### src/rtl/reg_bank4_4bit_pkg.sv
// reg_bank_pkg: shared constants and types for the reg_bank4_4bit slice.
//   N_REGS       - number of registers in the bank
//   ADDR_W       - width of a register index / mux select
//   scan_state_t - select-scanner FSM states
package reg_bank_pkg;

  localparam int unsigned N_REGS = 4;
  localparam int unsigned ADDR_W = 2;

  typedef enum logic [1:0] {
    IDLE = 2'd0,
    SCAN = 2'd1,
    DONE = 2'd2
  } scan_state_t;

endpackage

### src/rtl/reg_bank4_4bit_if.sv
// reg_bank4_4bit_if: bus between a register-bank client (master) and the
// register bank (slave).
//   Client -> bank : wr_en, wr_addr, wr_data, scan_start, scan_hold
//   Bank -> client : q0..q3 (mux data), s (mux select), sel_valid,
//                    scan_busy, scan_done
interface reg_bank4_4bit_if #(
  parameter int DATA_W = 4
);
  import reg_bank_pkg::*;

  logic              wr_en;
  logic [ADDR_W-1:0] wr_addr;
  logic [DATA_W-1:0] wr_data;
  logic              scan_start;
  logic              scan_hold;

  logic [DATA_W-1:0] q0;
  logic [DATA_W-1:0] q1;
  logic [DATA_W-1:0] q2;
  logic [DATA_W-1:0] q3;
  logic [ADDR_W-1:0] s;
  logic              sel_valid;
  logic              scan_busy;
  logic              scan_done;

  modport master (
    output wr_en, wr_addr, wr_data, scan_start, scan_hold,
    input  q0, q1, q2, q3, s, sel_valid, scan_busy, scan_done
  );

  modport slave (
    input  wr_en, wr_addr, wr_data, scan_start, scan_hold,
    output q0, q1, q2, q3, s, sel_valid, scan_busy, scan_done
  );

endinterface

### src/rtl/reg_bank4_4bit_reg4_en.sv
// reg4_en: one DATA_W-bit register with load enable.
//   clk   - rising-edge clock
//   rst_n - asynchronous active-low reset, loads RESET_VAL
//   en    - load enable
//   d     - load data
//   q     - register contents
module reg4_en #(
  parameter int              DATA_W    = 4,
  parameter logic [DATA_W-1:0] RESET_VAL = '0
) (
  input  logic              clk,
  input  logic              rst_n,
  input  logic              en,
  input  logic [DATA_W-1:0] d,
  output logic [DATA_W-1:0] q
);

  always_ff @(posedge clk or negedge rst_n) begin
    if (!rst_n) begin
      q <= RESET_VAL;
    end else if (en) begin
      q <= d;
    end
  end

endmodule

### src/rtl/reg_bank4_4bit.sv
// reg_bank4_4bit: four-entry register bank with a one-shot select scanner,
// feeding the data inputs and select of a downstream 4:1 mux.
//   clk   - rising-edge clock
//   rst_n - asynchronous active-low reset
//   bus   - slave side of reg_bank4_4bit_if:
//           wr_en/wr_addr/wr_data write one register per cycle;
//           scan_start launches a 4-step scan of s (0..3) from IDLE only;
//           scan_hold freezes the scan; q0..q3 register contents;
//           sel_valid marks active scan steps; scan_busy covers SCAN and
//           DONE; scan_done pulses once after the last step.
// Optional feature macro: REG_BANK_BYPASS_EN - a write shows on its q output
// combinationally in the same cycle (write-through). Default build: q comes
// only from the registers.
module reg_bank4_4bit #(
  parameter int                DATA_W    = 4,
  parameter logic [DATA_W-1:0] RESET_VAL = 4'h0
) (
  input logic              clk,
  input logic              rst_n,
  reg_bank4_4bit_if.slave  bus
);
  import reg_bank_pkg::*;

  logic [DATA_W-1:0] reg_q  [N_REGS];
  logic [DATA_W-1:0] q_view [N_REGS];

  scan_state_t       state;
  logic [ADDR_W-1:0] s_q;
  logic              sel_valid_q;
  logic              scan_busy_q;
  logic              scan_done_q;

  // Register storage: one-hot enables decoded from the write strobe.
  for (genvar gi = 0; gi < N_REGS; gi++) begin : g_regs
    reg4_en #(
      .DATA_W   (DATA_W),
      .RESET_VAL(RESET_VAL)
    ) u_reg (
      .clk  (clk),
      .rst_n(rst_n),
      .en   (bus.wr_en && (bus.wr_addr == ADDR_W'(gi))),
      .d    (bus.wr_data),
      .q    (reg_q[gi])
    );
  end

  always_comb begin
    for (int unsigned i = 0; i < N_REGS; i++) begin
      q_view[i] = reg_q[i];
`ifdef REG_BANK_BYPASS_EN
      // Write-through only when the write will actually land, so reset
      // still forces every output to RESET_VAL.
      if (rst_n && bus.wr_en && (bus.wr_addr == ADDR_W'(i))) begin
        q_view[i] = bus.wr_data;
      end
`endif
    end
  end

  // Scan FSM with registered outputs. s is left at 3 after a scan and only
  // reloads to 0 on the next accepted scan_start.
  always_ff @(posedge clk or negedge rst_n) begin
    if (!rst_n) begin
      state       <= IDLE;
      s_q         <= '0;
      sel_valid_q <= 1'b0;
      scan_busy_q <= 1'b0;
      scan_done_q <= 1'b0;
    end else begin
      case (state)
        IDLE: begin
          scan_done_q <= 1'b0;
          if (bus.scan_start) begin
            state       <= SCAN;
            s_q         <= '0;
            sel_valid_q <= 1'b1;
            scan_busy_q <= 1'b1;
          end
        end
        SCAN: begin
          if (!bus.scan_hold) begin
            if (s_q == ADDR_W'(N_REGS - 1)) begin
              state       <= DONE;
              sel_valid_q <= 1'b0;
              scan_done_q <= 1'b1;
            end else begin
              s_q <= s_q + ADDR_W'(1);
            end
          end
        end
        DONE: begin
          state       <= IDLE;
          scan_done_q <= 1'b0;
          scan_busy_q <= 1'b0;
        end
        default: begin
          state       <= IDLE;
          sel_valid_q <= 1'b0;
          scan_busy_q <= 1'b0;
          scan_done_q <= 1'b0;
        end
      endcase
    end
  end

  assign bus.q0        = q_view[0];
  assign bus.q1        = q_view[1];
  assign bus.q2        = q_view[2];
  assign bus.q3        = q_view[3];
  assign bus.s         = s_q;
  assign bus.sel_valid = sel_valid_q;
  assign bus.scan_busy = scan_busy_q;
  assign bus.scan_done = scan_done_q;

endmodule

### src/flat_wrapper.sv
// flat-port wrapper written by rule: the top's interface ports become plain ports
module reg_bank4_4bit_flat import reg_bank_pkg::*;
#(
  parameter int                DATA_W    = 4,
  parameter logic [DATA_W-1:0] RESET_VAL = 4'h0
)
  (clk, rst_n, bus_wr_en, bus_wr_addr, bus_wr_data, bus_scan_start, bus_scan_hold, bus_q0, bus_q1, bus_q2, bus_q3, bus_s, bus_sel_valid, bus_scan_busy, bus_scan_done);
  reg_bank4_4bit_if #(.DATA_W(DATA_W)) bus_i ();
  input logic clk;
  input logic rst_n;
  input wire logic [$bits(bus_i.wr_en)-1:0] bus_wr_en;
  input wire logic [$bits(bus_i.wr_addr)-1:0] bus_wr_addr;
  input wire logic [$bits(bus_i.wr_data)-1:0] bus_wr_data;
  input wire logic [$bits(bus_i.scan_start)-1:0] bus_scan_start;
  input wire logic [$bits(bus_i.scan_hold)-1:0] bus_scan_hold;
  output wire logic [$bits(bus_i.q0)-1:0] bus_q0;
  output wire logic [$bits(bus_i.q1)-1:0] bus_q1;
  output wire logic [$bits(bus_i.q2)-1:0] bus_q2;
  output wire logic [$bits(bus_i.q3)-1:0] bus_q3;
  output wire logic [$bits(bus_i.s)-1:0] bus_s;
  output wire logic [$bits(bus_i.sel_valid)-1:0] bus_sel_valid;
  output wire logic [$bits(bus_i.scan_busy)-1:0] bus_scan_busy;
  output wire logic [$bits(bus_i.scan_done)-1:0] bus_scan_done;
  assign bus_i.wr_en = bus_wr_en;
  assign bus_i.wr_addr = bus_wr_addr;
  assign bus_i.wr_data = bus_wr_data;
  assign bus_i.scan_start = bus_scan_start;
  assign bus_i.scan_hold = bus_scan_hold;
  assign bus_q0 = bus_i.q0;
  assign bus_q1 = bus_i.q1;
  assign bus_q2 = bus_i.q2;
  assign bus_q3 = bus_i.q3;
  assign bus_s = bus_i.s;
  assign bus_sel_valid = bus_i.sel_valid;
  assign bus_scan_busy = bus_i.scan_busy;
  assign bus_scan_done = bus_i.scan_done;
  reg_bank4_4bit #(.DATA_W(DATA_W), .RESET_VAL(RESET_VAL)) u_core (.clk(clk), .rst_n(rst_n), .bus(bus_i));
endmodule
### config.mk
export PLATFORM = sky130hd
export DESIGN_NAME = reg_bank4_4bit_flat
export DESIGN_NICKNAME = d
export VERILOG_FILES = /design/src/rtl/reg_bank4_4bit_pkg.sv /design/src/rtl/reg_bank4_4bit_if.sv /design/src/rtl/reg_bank4_4bit_reg4_en.sv /design/src/rtl/reg_bank4_4bit.sv /design/src/flat_wrapper.sv
export SDC_FILE = /design/constraint.sdc
export NUM_CORES = 1
export LEC_CHECK = 0
export BUFFER_PORTS_ARGS = -buffer_cell sky130_fd_sc_hd__buf_2
export CAP_MARGIN = 5
export CORE_UTILIZATION = 25
export DETAILED_ROUTE_END_ITERATION = 6
export SETUP_SLACK_MARGIN = 0.05
export SLEW_MARGIN = 10
export SYNTH_ARGS = -nofsm -noshare
export SYNTH_HDL_FRONTEND = slang
export SYNTH_HIERARCHICAL = 1
export SYNTH_SLANG_ARGS = --single-unit
### constraint.sdc
create_clock -name clk -period 1.8 [get_ports clk]
set_input_delay 0.18 -clock clk [delete_from_list [all_inputs] [get_ports clk]]
set_output_delay 0.18 -clock clk [all_outputs]
set_load 0.1 [all_outputs]
==> impl_metrics.prom <==
# TYPE chip_impl_metric gauge
chip_impl_metric{name="via_count",unit=""} 669
chip_impl_metric{name="final.hold.worst_slack",unit="ps"} 137
chip_impl_info{name="setup_repair_after_global_routing_missed_its_margin",value="no"} 1
chip_impl_metric{name="clk-insertion-delay-late",unit="ps"} 300
chip_impl_metric{name="yosys.area.top_type_share",unit="%"} 62.9
chip_impl_metric{name="layout-drive-gt1-share",unit="%"} 51.9
chip_impl_metric{name="required",unit="ps"} 2050
chip_impl_info{name="path_class",value="flip-flop to flip-flop"} 1
chip_impl_metric{name="finalHoldViolations",unit=""} 0
chip_impl_metric{name="clk_path_buf_depth",unit=""} 2
chip_impl_metric{name="design.die.area",unit="um2"} 3900
chip_impl_info{name="critical_path.startpoint",value="u_core/bus.s[0]"} 1
chip_impl_metric{name="global_route.usage.total",unit="%"} 11.1
chip_impl_metric{name="detail_route.vias_per_cell",unit=""} 4.46
chip_impl_metric{name="initialDrtViolationCount",unit=""} 15
chip_impl_metric{name="period_share",unit="%"} 81.9
chip_impl_metric{name="slew_headroom",unit="%"} 66.8
chip_impl_metric{name="postRouteAntennaNets",unit=""} 0
chip_impl_info{name="status",value="finished clean"} 1
chip_impl_metric{name="synthToLayoutAreaGrowth",unit="%"} 29.1
chip_impl_metric{name="final_design_area_no_fill",unit="um2"} 1180
chip_impl_metric{name="dieHeight",unit="um"} 62.5
chip_impl_metric{name="cts-buffers-inserted",unit=""} 3
chip_impl_metric{name="worstPathMaxFanout",unit=""} 5
chip_impl_metric{name="totalNegativeSetupSlack",unit="ps"} 0
chip_impl_metric{name="gp_congestion",unit=""} 0.708
chip_impl_metric{name="chipWidth",unit="um"} 62.5
chip_impl_info{name="synth_area_leaders",value="dfrtp_1 63%, mux2_2 20%, a21oi_1 2.2%, o21ai_0 1.6%, inv_1 1.6%"} 1
chip_impl_metric{name="worst_setup_hold_path_clk_slew",unit="ps"} 120
chip_impl_info{name="r2r_start",value="u_core/bus.s[0]"} 1
chip_impl_metric{name="totalWireLength",unit="um"} 1870
chip_impl_metric{name="insertedDiodeCount",unit=""} 0
chip_impl_metric{name="setup_viol_count_final",unit=""} 0
chip_impl_metric{name="dpl_cell_area",unit="um2"} 1140
chip_impl_metric{name="i_o_pin_cnt",unit=""} 32
chip_impl_metric{name="synthesis.nets",unit=""} 78
chip_impl_metric{name="wire_length_of_the_first_global_routing_pass",unit="um"} 3270
chip_impl_metric{name="maxSlewViolCount",unit=""} 0
chip_impl_metric{name="core_area",unit="um2"} 3420
chip_impl_metric{name="achievable-frequency",unit="MHz"} 678
chip_impl_info{name="min_path_type",value="input port to flip-flop"} 1
chip_impl_info{name="mostFrequentLayoutCell",value="buf_2"} 1
chip_impl_metric{name="post-cts-setup-buffers",unit=""} 0
chip_impl_metric{name="synth_cells",unit=""} 66
chip_impl_metric{name="ys_seq_area_share",unit="%"} 62.9
chip_impl_info{name="most_frequent_cells_in_the_layout",value="31 x buf_2, 21 x dfrtp_1, 16 x mux2_2"} 1
chip_impl_metric{name="number_of_global_route_vias_before_repair",unit=""} 706
chip_impl_info{name="yosysTopAreaCell",value="dfrtp_1"} 1
chip_impl_metric{name="tritoncts_num_sinks",unit=""} 23
chip_impl_metric{name="grt_max_degree",unit=""} 24
chip_impl_info{name="worst_hold_startpoint",value="bus_wr_data[3]"} 1
chip_impl_metric{name="synthesis.area",unit="um2"} 915
chip_impl_metric{name="fin_skew",unit="ps"} 9.71
chip_impl_metric{name="clock_tree.htree_level_count",unit=""} 1
chip_impl_info{name="clockRootBuffer",value="clkbuf_4"} 1
chip_impl_info{name="worstSetupEndpointType",value="flip-flop"} 1
chip_impl_metric{name="min_period",unit="ps"} 1470
chip_impl_metric{name="timing_worst_slew_pin_value",unit="ps"} 498
chip_impl_metric{name="drcViolationCount",unit=""} 0
chip_impl_info{name="tritoncts_clock_tree",value="done"} 1
chip_impl_metric{name="placementRows",unit=""} 21
chip_impl_metric{name="antenna_violations_before_repair",unit=""} 0
chip_impl_metric{name="ys_seq_elements",unit=""} 23
chip_impl_metric{name="initial_core_utilization",unit="%"} 26.8
chip_impl_metric{name="globalRouteOverflowTotal",unit=""} 0
chip_impl_metric{name="post_drt_wl_per_cell",unit="um"} 12.5
chip_impl_metric{name="detailedRoute.firstPassIterationCount",unit=""} 4
chip_impl_metric{name="max-cap-violations",unit=""} 0
chip_impl_metric{name="numPortBuffers",unit=""} 31
chip_impl_metric{name="post_synthesis_area_per_instance",unit="um2"} 13.9
chip_impl_info{name="cp-start-kind",value="flip-flop"} 1
chip_impl_metric{name="worst_ep_arrival_time",unit="ps"} 1720
chip_impl_metric{name="num-nets-final",unit=""} 117
chip_impl_metric{name="synth.lib_cells_used.distinct",unit=""} 18
chip_impl_metric{name="yosysWarningCount",unit=""} 6
chip_impl_metric{name="ctsResizeCount",unit=""} 0
-- final timing paths --
| check | endpoint | slack (ps) | cells after the start |
|---|---|---|---|
| max | u_core/bus.s[0] | 330 | 4 |
| max reg2reg | u_core/bus.s[0] | 330 | 4 |
| min in group asynchronous | u_core/g_regs[1].u_reg/q[2] | 360 | 2 |
| min reg2reg | u_core/g_regs[1].u_reg/q[3] | 520 | 1 |
| max in group asynchronous | u_core/bus.s[1] | 1090 | 2 |
| min | u_core/g_regs[1].u_reg/q[3] | 140 | 2 |
-- layer usage --
| layer | share of wire [%] | global-route usage, % |
|---|---|---|
| met1 | 41 | 12.8 |
| met2 | 53 | 19.0 |
| met3 | 5.3 | 2.92 |
| met4 | 0.69 | 5.23 |
| met5 | 0 | 0 |
-- sequential cells by signal (all words and copies together), names as in the netlist --
signal                 count
u_core/state               2
u_core/bus.scan_busy       1
u_core/bus.s               2
u_core/bus.sel_valid       1
u_core/bus.scan_done       1
u_core/g_regs.u_reg/q     16
-- worst max-delay path: stages, from the launching register on --
cell and delay [ps]:
dfrtp_2 450, ha_1 250, or4_1 470, a21oi_1 140, a21o_1 100
-- timing repair --
item                       4_1_cts  5_1_grt
hold buffers                     1        0
hold endpoints to repair        23        0
setup endpoints to repair        0        0
-- metrics by stage --
| stage | util, % | setup slack (ps) | std cells |
|---|---|---|---|
| CTS | 34.6 | 321 | 150 |
| floorplan | - | 144 | 66 |
| global placement | 33.5 | 417 | 145 |
| detailed placement | 33.5 | 347 | 145 |
| global route | 34.6 | 259 | 150 |
| finish | 34.6 | 326 | 150 |
-- kinds of logic (layout without fill, tap and decap cells) --
family / Yosys count / count (layout) / share of synthesized area (%)
AO/OA/AOI/OAI: 11 / 11 / 7.52
flip-flops: 23 / 23 / 62.9
buffers and inverters: 4 / 42 / 1.64
adder cells (fa/ha/maj): 1 / 1 / 1.37
AND/OR/NAND/NOR: 11 / 11 / 6.84
multiplexers: 16 / 16 / 19.7
-- cell type report --
| class | count | area [um2] |
|---|---|---|
| clock buffer | 4 | 26.3 |
| fill | 357 | 2230 |
| inverter | 4 | 15.0 |
| multi-input combinational | 39 | 324 |
| sequential | 23 | 578 |
| tap | 46 | 57.6 |
| timing repair buffer | 34 | 180 |
-- cell usage after synthesis, drive strengths merged --
library cell   n
o41ai          1
a21o           1
nor2           3
dfrtp         23
nor3b          1
nor3           1
and3b          1
o32ai          1
o21ai          3
a22o           1
nand2          1
ha             1
or4            1
and3           2
inv            4
a21oi          4
mux2          16
nor2b          1
Power is not shown: default switching activity piles up to over one toggle a cycle in this logic, so the estimate is an artifact.
